===== src/rtl/allpass_pkg.sv =====
// Shared definitions for the time-multiplexed allpass scheduler:
// FSM state encoding and the guard width used by the saturating accumulator.
package allpass_pkg;

    typedef enum logic [1:0] {
        IDLE   = 2'd0,
        CALC_Y = 2'd1,
        CALC_S = 2'd2,
        DONE   = 2'd3
    } state_t;

    // Guard bits above WIDTH for the add/subtract before saturation.
    localparam int SUM_GUARD = 1;

endpackage


===== src/rtl/allpass_mac.sv =====
// Shared multiply / shift / add-or-subtract / saturate datapath.
// result = sat(addend +/- ((a*b) >>> (WIDTH-1))), Q1.(WIDTH-1) format.
module allpass_mac
    import allpass_pkg::*;
#(
    parameter int WIDTH = 16
) (
    input  logic signed [WIDTH-1:0] a,
    input  logic signed [WIDTH-1:0] b,
    input  logic signed [WIDTH-1:0] addend,
    input  logic                    sub,
    output logic signed [WIDTH-1:0] result
);

    localparam int SW = WIDTH + SUM_GUARD;

    logic signed [2*WIDTH-1:0] prod;
    logic signed [SW-1:0]      term;
    logic signed [SW-1:0]      base;
    logic signed [SW-1:0]      sum;
    logic                      ovf;
    logic                      unused_lsbs;

    assign prod = a * b;
    // Upper bits of the product are exactly the truncating arithmetic shift by WIDTH-1.
    assign term = prod[2*WIDTH-1:WIDTH-1];
    assign unused_lsbs = ^prod[WIDTH-2:0];
    assign base = {{SUM_GUARD{addend[WIDTH-1]}}, addend};
    assign sum  = sub ? (base - term) : (base + term);

    always_comb begin
        ovf = (sum[SW-1:WIDTH-1] != '0) && (sum[SW-1:WIDTH-1] != '1);
        if (ovf) begin
            result = sum[SW-1] ? {1'b1, {(WIDTH-1){1'b0}}} : {1'b0, {(WIDTH-1){1'b1}}};
        end else begin
            result = sum[WIDTH-1:0];
        end
    end

endmodule


===== src/rtl/allpass_tdm_sched.sv =====
// Cascaded first-order allpass filter, time-multiplexed over NCH channels
// with one shared multiplier; each stage takes a y-step and an s-step.
//
// state  | meaning
// IDLE   | s_ready high, waiting for a sample
// CALC_Y | compute stage output y = sat(c*x + s[ch][k])
// CALC_S | update s[ch][k] = sat(x - c*y), advance stage or finish
// DONE   | m_valid high, holding result until m_ready
module allpass_tdm_sched
    import allpass_pkg::*;
#(
    parameter  int WIDTH  = 16,
    parameter  int NCH    = 4,
    parameter  int STAGES = 2,
    localparam int CW     = $clog2(NCH),
    localparam int KW     = (STAGES > 1) ? $clog2(STAGES) : 1
) (
    input  logic             clk,
    input  logic             rst,
    input  logic             cfg_we,
    input  logic [CW-1:0]    cfg_ch,
    input  logic [WIDTH-1:0] cfg_c,
    input  logic             s_valid,
    output logic             s_ready,
    input  logic [CW-1:0]    s_ch,
    input  logic [WIDTH-1:0] s_data,
    output logic             m_valid,
    input  logic             m_ready,
    output logic [CW-1:0]    m_ch,
    output logic [WIDTH-1:0] m_data,
    output logic             busy
);

    localparam logic [KW-1:0] K_LAST = KW'(STAGES - 1);

    state_t                  state;
    logic [KW-1:0]           k;
    logic [CW-1:0]           ch_cur;
    logic signed [WIDTH-1:0] c_cur;
    logic signed [WIDTH-1:0] x_cur;
    logic signed [WIDTH-1:0] y_cur;
    logic signed [WIDTH-1:0] coef [NCH];
    logic signed [WIDTH-1:0] st   [NCH][STAGES];

    logic signed [WIDTH-1:0] mac_b;
    logic signed [WIDTH-1:0] mac_add;
    logic signed [WIDTH-1:0] mac_out;
    logic                    mac_sub;

    // A sample latches coef[] before this edge's write lands, so in-flight work keeps its coefficient.
    always_ff @(posedge clk or negedge rst) begin
        if (!rst) begin
            for (int i = 0; i < NCH; i++) coef[i] <= '0;
        end else if (cfg_we) begin
            coef[cfg_ch] <= cfg_c;
        end
    end

    always_comb begin
        mac_b   = x_cur;
        mac_add = st[ch_cur][k];
        if (state == CALC_S) begin
            mac_b   = y_cur;
            mac_add = x_cur;
        end
    end

    assign mac_sub = (state == CALC_S);

    allpass_mac #(.WIDTH(WIDTH)) u_mac (
        .a      (c_cur),
        .b      (mac_b),
        .addend (mac_add),
        .sub    (mac_sub),
        .result (mac_out)
    );

    always_ff @(posedge clk or negedge rst) begin
        if (!rst) begin
            state   <= IDLE;
            k       <= '0;
            ch_cur  <= '0;
            c_cur   <= '0;
            x_cur   <= '0;
            y_cur   <= '0;
            s_ready <= 1'b1;
            busy    <= 1'b0;
            m_valid <= 1'b0;
            m_ch    <= '0;
            m_data  <= '0;
            for (int i = 0; i < NCH; i++) begin
                for (int j = 0; j < STAGES; j++) st[i][j] <= '0;
            end
        end else begin
            case (state)
                IDLE: begin
                    if (s_valid) begin
                        ch_cur  <= s_ch;
                        x_cur   <= s_data;
                        c_cur   <= coef[s_ch];
                        k       <= '0;
                        s_ready <= 1'b0;
                        busy    <= 1'b1;
                        state   <= CALC_Y;
                    end
                end
                CALC_Y: begin
                    y_cur <= mac_out;
                    state <= CALC_S;
                end
                CALC_S: begin
                    st[ch_cur][k] <= mac_out;
                    if (k != K_LAST) begin
                        x_cur <= y_cur;
                        k     <= k + 1'b1;
                        state <= CALC_Y;
                    end else begin
                        m_data  <= y_cur;
                        m_ch    <= ch_cur;
                        m_valid <= 1'b1;
                        state   <= DONE;
                    end
                end
                DONE: begin
                    if (m_ready) begin
                        m_valid <= 1'b0;
                        s_ready <= 1'b1;
                        busy    <= 1'b0;
                        state   <= IDLE;
                    end
                end
                default: state <= IDLE;
            endcase
        end
    end

endmodule


===== config.mk =====
export PLATFORM = sky130hd
export DESIGN_NAME = allpass_tdm_sched
export DESIGN_NICKNAME = d
export VERILOG_FILES = /design/src/rtl/allpass_pkg.sv /design/src/rtl/allpass_mac.sv /design/src/rtl/allpass_tdm_sched.sv
export SDC_FILE = /design/constraint.sdc
export NUM_CORES = 1
export LEC_CHECK = 0
export CORE_ASPECT_RATIO = 0.7
export CORE_MARGIN = 1
export CORE_UTILIZATION = 45
export DETAILED_ROUTE_END_ITERATION = 16
export DONT_BUFFER_PORTS = 1
export GPL_TIMING_DRIVEN = 1
export SLEW_MARGIN = 20
export SYNTH_ARGS = -nofsm -noshare
export SYNTH_HDL_FRONTEND = slang
export SYNTH_SLANG_ARGS = --single-unit
export TNS_END_PERCENT = 30

===== constraint.sdc =====
create_clock -name clk -period 16 [get_ports clk]
set_input_delay 0.8 -clock clk [delete_from_list [all_inputs] [get_ports clk]]
set_output_delay 0.8 -clock clk [all_outputs]
set_load 0.05 [all_outputs]

Word-level counts from Yosys, hierarchy flattened
Index checks and enable logic that the tools add are counted.

Add/sub/neg operators: 3. Multipliers: 1. Magnitude comparators: 7. Eq/ne operators: 8. Mux-type cells: 39. Bitwise gates (word level): 4. Reduce and logical (&&, ||, !) cells: 16.

Operator list (count): 2-to-1 mux 16 bit (13); bitwise mux 128 bit (1); 2-to-1 mux 32 bit (3); binary-select mux 32 bit (select 2 bit) (1); bitwise mux 64 bit (1); demux 32 bit (select 2 bit) (1); binary-select mux 16 bit (select 2 bit) (1); demux 16 bit (select 2 bit) (1); multiplier 16 x 16 -> 32 bit (1); one-hot mux 16 bit (2 select lines) (1); adder 16 x 17 -> 17 bit (1); 2-to-1 mux 17 bit (1); subtractor 16 x 17 -> 17 bit (1); demux 16 bit (select 1 bit) (1); inequality test 2 bit (second input constant) (5); greater-or-equal comparator 3 bit (second input constant) (3); inverter 2 -> 3 bit (3); AND reduction 3 bit (3); one-hot mux 1 bit (2 select lines) (4); one-hot mux 2 bit (4 select lines) (1); AND reduction 2 bit (4); nonzero test 2 bit (4); < comparator 3 x 1 -> 1 bit (second input constant) (2); 2-to-1 mux 1 bit (6); other kinds (9) (15).

Register bits after elaboration: 266. Input port bits: 41. Output and inout port bits: 21.

Longest topological paths before layout
Gate-level depths: netlist of run 1.

Depth in word-level cells: 14. Depth in mapped cells: 47. Gate-level depth less buffers: 40.

By module
A second synthesis of run 1 with hierarchy kept.

Cells, all modules: 2119. Area, all modules: 23527.6 um2.

By module, submodules not included: allpass_tdm_sched (times used 1, cells an instance 830, area an instance 12104.1 um2, seq. area each 6657.6 um2); allpass_mac (times used 1, cells an instance 1289, area an instance 11423.5 um2, seq. area each 0.0 um2).

Worst setup path before layout of run 1
Ideal clock, no wire load.

Path type: register -> register. Start: register state[0]. End: register st[107] (netlist name). Library setup time: 0.125 ns. Data arrival time: 10.762 ns. Setup slack: 5.113 ns. Cell stages (with the launch flop): 44. Buffers on the path: 7. Period minus slack after synthesis: 10.887 ns. Cells stage by stage: dfrtp_1 > buf_2 > nand2b_1 > buf_2 > clkbuf_1 > buf_1 > nand2_1 > nand2_1 > clkbuf_1 > nand2_1 > fa_1 > fa_1 > fa_1 > inv_1 > fa_1 > fa_1 > inv_1 > fa_1 > [... 8 more ...] > and4_1 > or4b_2 > a311oi_1 > xor2_1 > ha_1 > nand2_1 > inv_1 > o221a_2 > o41ai_1 > o21ai_0 > a21oi_1 > o211a_1 > o211a_1 > clkbuf_1 > a21oi_4 > buf_6 > maj3_1 > mux2_2.

Longest elaborated chain between the ends: 9. Elaborated cells between the ends (all ways): 13.

RTL lines: start, declared (RTL line allpass_tdm_sched.sv:36) `state_t state;`; start signal, assigned (RTL line allpass_tdm_sched.sv:80) `state <= IDLE;`; start signal, assigned (RTL line allpass_tdm_sched.sv:104) `state <= CALC_Y;`; start signal, assigned (RTL line allpass_tdm_sched.sv:109) `state <= CALC_S;`; == test 2 bit (*) (RTL line allpass_tdm_sched.sv:62, allpass_tdm_sched.sv:68, allpass_tdm_sched.sv:95); 2-to-1 mux 16 bit (RTL line allpass_tdm_sched.sv:62) `if (state == CALC_S) begin`; multiplier 16 x 16 -> 32 bit (RTL line allpass_mac.sv:24) `assign prod = a * b;`; adder 16 x 17 -> 17 bit / subtractor 16 x 17 -> 17 bit (equally long branches) (RTL line allpass_mac.sv:29) `assign sum = sub ? (base - term) : (base + term);`; 2-to-1 mux 17 bit (RTL line allpass_mac.sv:29); inequality test 2 bit / nonzero test 2 bit (equally long branches) (RTL line allpass_mac.sv:32) `ovf = (sum[SW-1:WIDTH-1] != '0) && (sum[SW-1:WIDTH-1] != '1);`; logical AND 1 bit (RTL line allpass_mac.sv:32); 2-to-1 mux 16 bit (RTL line allpass_mac.sv:33) `if (ovf) begin`; bitwise mux 128 bit (RTL line allpass_tdm_sched.sv:112) `st[ch_cur][k] <= mac_out;`; end signal, assigned by index (RTL line allpass_tdm_sched.sv:112); end, declared (RTL line allpass_tdm_sched.sv:43) `logic signed [WIDTH-1:0] st [NCH][STAGES];`.

Every way passes the cells marked *; elsewhere a longest branch is shown, timed or not. A chain may end at the register's enable or synchronous reset.

Worst setup path in the final report of run 1
Start: register state[0]. End: register st[7] (netlist name).

Same word-level chain as after synthesis.

==> results of run 1 <==
## worst max-delay path: cells and delay by family, from the launching register on
kind            cells  cell delay, ns
compound gates     11            3.48
simple gates       11            3.73
xor+xnor            1            0.20
buf+inv             6            1.14
fa+ha+maj           9            3.99
flops               1            0.53
## cell usage in the layout, fill, tap and decap left out, types with 14 or more instances in the layout
cell type,instances
inv_1,318
dfrtp_1,264
fa_1,262
nand2_1,227
nor2_1,154
mux2_2,137
a21oi_1,122
ha_1,96
and2_1,89
o21ai_0,62
nor2b_1,50
mux4_2,48
xnor2_1,36
a31oi_1,36
clkbuf_16,31
mux2i_1,27
buf_4,25
nand2b_1,18
a21o_1,16
xor2_1,14
## state kept, by name, summed over array words and instances (netlist names)
register / cells
st: 128
m_data: 16
c_cur: 16
x_cur: 16
y_cur: 16
coef: 64
m_ch: 2
k: 1
ch_cur: 2
busy: 1
s_ready: 1
m_valid: 1
state: 2
## area by class of cell
class	count	area, um2
sequential	266	6659
timing repair buffer	27	242.7
antenna	1	2.502
clock inverter	9	95.09
inverter	318	1194
tap	674	843.3
multi-input combinational	1576	14920
fill	4720	25910
clock buffer	48	899.6
## worst paths after layout
path / slack, ns / start / endpoint / depth (start not counted)
worst max-delay path: 2.72 / state[0] / st[7] / 38
worst min-delay path: 0.06 / rst / s_ready / 0
worst max register to register: 2.72 / state[0] / st[7] / 38
worst min register to register: 0.50 / st[111] / st[111] / 2
max in group asynchronous: 14.60 / rst / m_data[11] / 2
min in group clk: 0.36 / cfg_c[2] / coef[34] / 1
## routing by layer
layer  share of wire  global-route usage  vias to the layer above
li1                -                   -                     7334
met1            0.47              0.3867                     8426
met2            0.40              0.3510                      619
met3            0.11             0.07776                       64
met4           0.016             0.04684                        4
met5         0.00045                   0                        -
## cells by family after synthesis
kind of cell    Yosys count
simple gates            619
compound gates          325
mux                     213
xor+xnor                 51
buf+inv                 431
flops                   266
fa+ha+maj               368
## stage by stage
step | setup WS, ns | util
after floorplan | 5.113 | -
after global placement | 3.222 | 0.4686
after detailed placement | 2.992 | 0.4687
after CTS | 2.933 | 0.4889
after global routing | 2.145 | 0.4895
final | 2.718 | 0.4895
## timing repair
item,CTS,global route
hold buffers,1,0
endpoints found under the hold margin,265,0
endpoints found under the setup margin,0,0
resized for setup,0,0
==> summary.md, run 1 <==
| Metric | Value |
|---|---|
| Critical path's slowest cell | `a211oi_1` |
| Longest Clk Path Bufs | `3` |
| Worst Path Arrival | `roughly 14 ns` |
| Hold_ws | `approximately 0.064 ns` |
| Share of synthesized area spent on multiplexers | `0.1257` |
| RSZ-0062 raised after global routing | `false` |
| Top post-synthesis cells by count | `inv_1 (318), dfrtp_1 (265), fa_1 (262)` |
| Worst EP required | `16.44 ns` |
| Worst skew pair latency | `roughly 0.58 ns` |
| Worst-path maximum fanout | `50` |
| Syn_area_per_cell | `10.18 um2` |
| Area grow syn2layout | `7.408%` |
| Worst stage delay on the critical path | `~0.92 ns` |
| Max Cap Violations | `0` |
| Post-Layout Cell Count | `2919` |
| Post-synth EDFFs | `0` |
| Clock root buffer | `clkbuf_16` |
| Wire length of the first global-routing pass | `100400 um` |
| Post-Place Cell Area | `0.02379 mm2` |
| Initial core utilization | `0.4558` |
| Largest net degree at the start of global routing | `266` |
| Max-slew headroom | `0.2302` |
| Die height | `191.7 um` |
| Final wirelength | `64110 um` |
| Xor and xnor fraction of the mapped netlist area | `0.01931` |
| Total congestion overflow | `0` |
| GRT Resource Usage Total | `0.2529` |
| CTS tree | `built` |
| Post-Synthesis Cells | `2273` |
| IO Pins | `62` |
| H-tree levels | `1` |
| Design area | `0.02485 mm2` |
| Max Clk Rate | `around 0.075 GHz` |
| FP Rows | `69` |
| Synth unique cells | `75` |
| Final setup violation count | `0` |
| Hold Path Class | `in2async` |
| Synth top area cells | `dfrtp_1 (29%), fa_1 (23%), mux2_2 (6.7%), ha_1 (5.2%), inv_1 (5.2%)` |
| Syn Std Cell Area | `about 0.023 mm2` |
| Setup Skew | `between 0.01 and 0.015 ns` |
| Flops & latches, synth | `266` |
| Crit share post-route | `0.8301` |
| Min cycle time layout | `around 13 ns` |
| Startpoint types | `flip-flop` |
| Layout net count | `roughly 2600` |
| Synth Area in Adders | `0.2829` |
| DIE AREA | `0.05234 mm2` |
| Routed len/inst | `21.96 um` |
| Initial antenna violation count | `6` |
| Largest family of logic cells by synthesized area | `adder cells` |
| Post-synthesis compound-gate area fraction | `0.08669` |
| Detailed placement HPWL | `48060 um` |
| Slew Limit Fails | `0` |
| Drc violations | `0` |
| Setup crit end kind | `flip-flop` |
| Most frequent cell after synthesis | `inv_1` |
| Placed cells | `2859` |
| Port Buf Inserts | `0` |
| GPL Wtd Cong | `0.9235` |
| Antenna-violating nets left | `0` |
| Sum Neg Setup Slack | `0 ns` |
| Detailed router's first-iteration violation count | `1327` |
| Post-Synth Simple-Gate Area | `0.1266` |
| Setup bufs post-CTS | `0` |
| Clock transition at the registers of the reported paths | `0.06 ns` |
| Final Hold Vio Count | `0` |
| Post-synth top area cell | `dfrtp_1` |
| Die Width | `273.0 um` |
| Post-synth ARST share | `1.000` |
| Net Count, Synth | `2672` |
| Yosys warning count | `0` |
| Vias per cell | `5.634` |
| Pre-antenna DRT Iters | `6` |
| CP Class | `reg2reg` |
| Layout cell share with drive strength beyond 1 | `0.1341` |
| Sink Count | `266` |
| Primary FF master, synth | `dfrtp_1` |
| Most used cell, CP | `fa_1` |
| Register area share after synthesis | `0.2877` |
| Post-synth top area share | `0.2866` |
| CTS buffer count | `31` |
| Vias in the first global route | `16950` |
| Vias | `16450` |
| Core Box Area | `between 0.05 and 0.06 mm2` |
| Worst Max-Slew Pin Slew | `1.148 ns` |
| Status | `completed` |
Power of run 1 is not shown: default switching activity piles up to over one toggle a cycle in this logic, so the estimate is an artifact.
==> run 2, diff against run 1 <==
--- a/config.mk
+++ b/config.mk
@@ -5,6 +5,7 @@
 export SDC_FILE = /design/constraint.sdc
 export NUM_CORES = 1
 export LEC_CHECK = 0
+export ABC_AREA = 1
 export CORE_ASPECT_RATIO = 0.7
 export CORE_MARGIN = 1
 export CORE_UTILIZATION = 45
==> constraint.sdc (replaced) <==
create_clock -name clk -period 11.65 [get_ports clk]
set_input_delay 0.5825 -clock clk [delete_from_list [all_inputs] [get_ports clk]]
set_output_delay 0.5825 -clock clk [all_outputs]
set_load 0.05 [all_outputs]
==> run 2 against run 1 <==
Compared with the run above:
- the run now ends with hold timing left
- critical path type unchanged
- core utilization rose by 0.47 points
- largest cell class unchanged
- critical endpoint is now st[61]
- synthesized cell count rose by 25%
- synthesized area fell by 1.3%
- fmax rose by 23%
- sequential share of layout area rose by 0.32 points
- critical path depth rose by 5
==> summary.md, run 2 <==
| Metric | Value |
|---|---|
| Pre-antenna DRT Iters | `6` |
| Port Buf Inserts | `0` |
| Syn_area_per_cell | `8.020 um2` |
| Initial core utilization | `0.4594` |
| Final Hold Vio Count | `21` |
| Synth unique cells | `around 50` |
| Worst Path Arrival | `approximately 11 ns` |
| Worst Max-Slew Pin Slew | `0.9481 ns` |
| IO Pins | `62` |
| Drc violations | `0` |
| Capturing point of the worst reg2reg path | `st[61]` |
| Post-synth top area cell | `dfrtp_1` |
| Core Box Area | `~0.05 mm2` |
| Biggest regs | `st x128, coef x64` |
| Most frequent cells in the layout | `nand2_1 (876), inv_1 (441), dfrtp_1 (265)` |
| Final wirelength | `70890 um` |
| Antenna-violating nets left | `0` |
| CTS buffer count | `30` |
| Post-Place Cell Area | `about 0.023 mm2` |
| Die Width | `271.2 um` |
| Max Cap Violations | `0` |
| Hold_ws | `-0.05121 ns` |
| Routed len/inst | `20.29 um` |
| Sink Count | `266` |
| Net Count, Synth | `3245` |
| Most common cell after layout, fill and taps aside | `nand2_1` |
| Die height | `~190 um` |
| Slew Limit Fails | `0` |
| CP Class | `reg2reg` |
| Max-slew headroom | `0.3613` |
| Most flop-heavy register | `st` |
| Post-synth EDFFs | `0` |
| Most used cell, CP | `nand2_1` |
| Final setup violation count | `0` |
| Clock root buffer | `clkbuf_16` |
| Critical path's slowest cell | `fa_1` |
| Initial antenna violation count | `3` |
| Syn Std Cell Area | `0.02283 mm2` |
| Top post-synthesis cells by count | `nand2_1 (877), inv_1 (444), dfrtp_1 (265)` |
| Post-synth ARST share | `1.000` |
| Setup crit end kind | `flip-flop` |
| Flop2flop setup slack | `0.89 ns` |
| Vias per cell | `5.427` |
| Setup Skew | `0.01522 ns` |
| Longest Clk Path Bufs | `3` |
| Area grow syn2layout | `7.581%` |
| Most frequent cell after synthesis | `nand2_1` |
| R2r worst-path depth | `43` |
| Reg-to-Reg Start | `state[1]` |
| Wire length of the first global-routing pass | `112200 um` |
| Detailed router's first-iteration violation count | `around 1900` |
| Worst skew pair latency | `0.59 ns` |
| Failing checks | `hold timing` |
| Synth top area cells | `dfrtp_1 (29%), fa_1 (23%), nand2_1 (14%), inv_1 (7.3%), ha_1 (5.3%)` |
| Setup bufs post-CTS | `0` |
| Max reg flops | `128` |
| Vias in the first global route | `18970` |
| Worst-path maximum fanout | `39` |
| Register area share after synthesis | `0.2917` |
| Ant. Diodes | `0` |
| Post-synth top area share | `0.2905` |
| GRT Resource Usage Total | `0.2839` |
| Flops & latches, synth | `266` |
| Layout cell share with drive strength beyond 1 | `0.05057` |
| Vias | `18960` |
| GPL Wtd Cong | `approximately 1.0` |
| RSZ-0062 raised after global routing | `false` |
| Crit share post-route | `0.9233` |
| H-tree levels | `1` |
| Total congestion overflow | `0` |
| Hold Path Class | `in2async` |
| Worst EP required | `12.17 ns` |
| Yosys warning count | `0` |
| Post-Synthesis Cells | `between 2000 and 3000` |
| CTS tree | `built` |
| FP Rows | `between 60 and 70` |
| Worst stage delay on the critical path | `~0.82 ns` |
| Status | `finished, violations left` |
| Sum Neg Setup Slack | `0 ns` |
| Min cycle time layout | `approximately 11 ns` |
| Detailed placement HPWL | `53770 um` |
| Max Clk Rate | `roughly 0.093 GHz` |
| Layout net count | `3206` |
| Primary FF master, synth | `dfrtp_1` |
| Startpoint types | `flip-flop` |
| Largest net degree at the start of global routing | `267` |
| Clock transition at the registers of the reported paths | `0.06 ns` |
| Design area | `0.02456 mm2` |
| DIE AREA | `0.05164 mm2` |
-- run 2: cell count changes after synthesis, moves of 48 or more --
cell / delta
a21oi_1: -53
and2_1: -89
inv_1: +126
mux2_2: -137
mux4_2: -48
nand2_1: +650
nand3_1: +68
nor2_1: +98
nor2b_1: -51
o21ai_0: +97
-- run 2: critical path, delay by kind of cell, from the launching register on --
family          cells  cell delay (ns)
buf+inv             9             1.51
xor+xnor            2             0.33
flops               1             0.58
simple gates       17             2.64
compound gates      7             1.58
fa+ha+maj           8             4.06
-- run 2: cell type report --
type,count,area (um2)
tap,665,832.0
clock buffer,43,879.6
sequential,266,6658
timing repair buffer,36,310.3
multi-input combinational,2009,14010
fill,4895,25130
inverter,464,1744
clock inverter,10,123.9
-- run 2: timing repair --
item                                    CTS  global route
endpoints found under the setup margin    0            20
hold buffers                              1             0
hold endpoints to repair                266             0
resized for setup                         0             3
-- run 2: how the worst max path moves through the flow --
stage,slack [ns],start,end
after floorplan,2.81,state[1],st[107]
after global placement,1.02,state[1],st[78]
after detailed placement,0.84,state[1],st[61]
after CTS,0.80,state[1],st[61]
after global routing,0.04,state[1],st[29]
final,0.89,state[1],st[61]
-- run 2: metrics by stage --
stage               utilization  hold slack [ns]  worst slack, ns  std cells
global route             0.4942          0.03561          0.03816       3493
finish                   0.4942         -0.05121           0.8939       3493
detailed placement       0.4729           0.2983           0.8366       3438
CTS                      0.4936           0.1093           0.8017       3492
floorplan                     -           0.2869            2.805       2846
global placement         0.4728           0.2986            1.023       3438
-- run 2: cell families (layout without fill, tap and decap cells) --
logic type	count (synthesis)	in the layout	share of synthesized area
buffers and inverters	571	553	0.09532
and+or+nand+nor	1273	1273	0.2283
AOI/OAI and AO/OA	327	327	0.08206
DFF	266	266	0.2917
adders and majority gates	358	358	0.2824
xor gates and xnor gates	51	51	0.02023
-- run 2: layer usage --
metal  share of wire  track usage  vias up
li1                -            -     8611
met3            0.11      0.08033       82
met4           0.016      0.05121        2
met2            0.39       0.3867      908
met1            0.48       0.4450     9354
met5         0.00018            0        -
Power of run 2 is left out for the same reason.
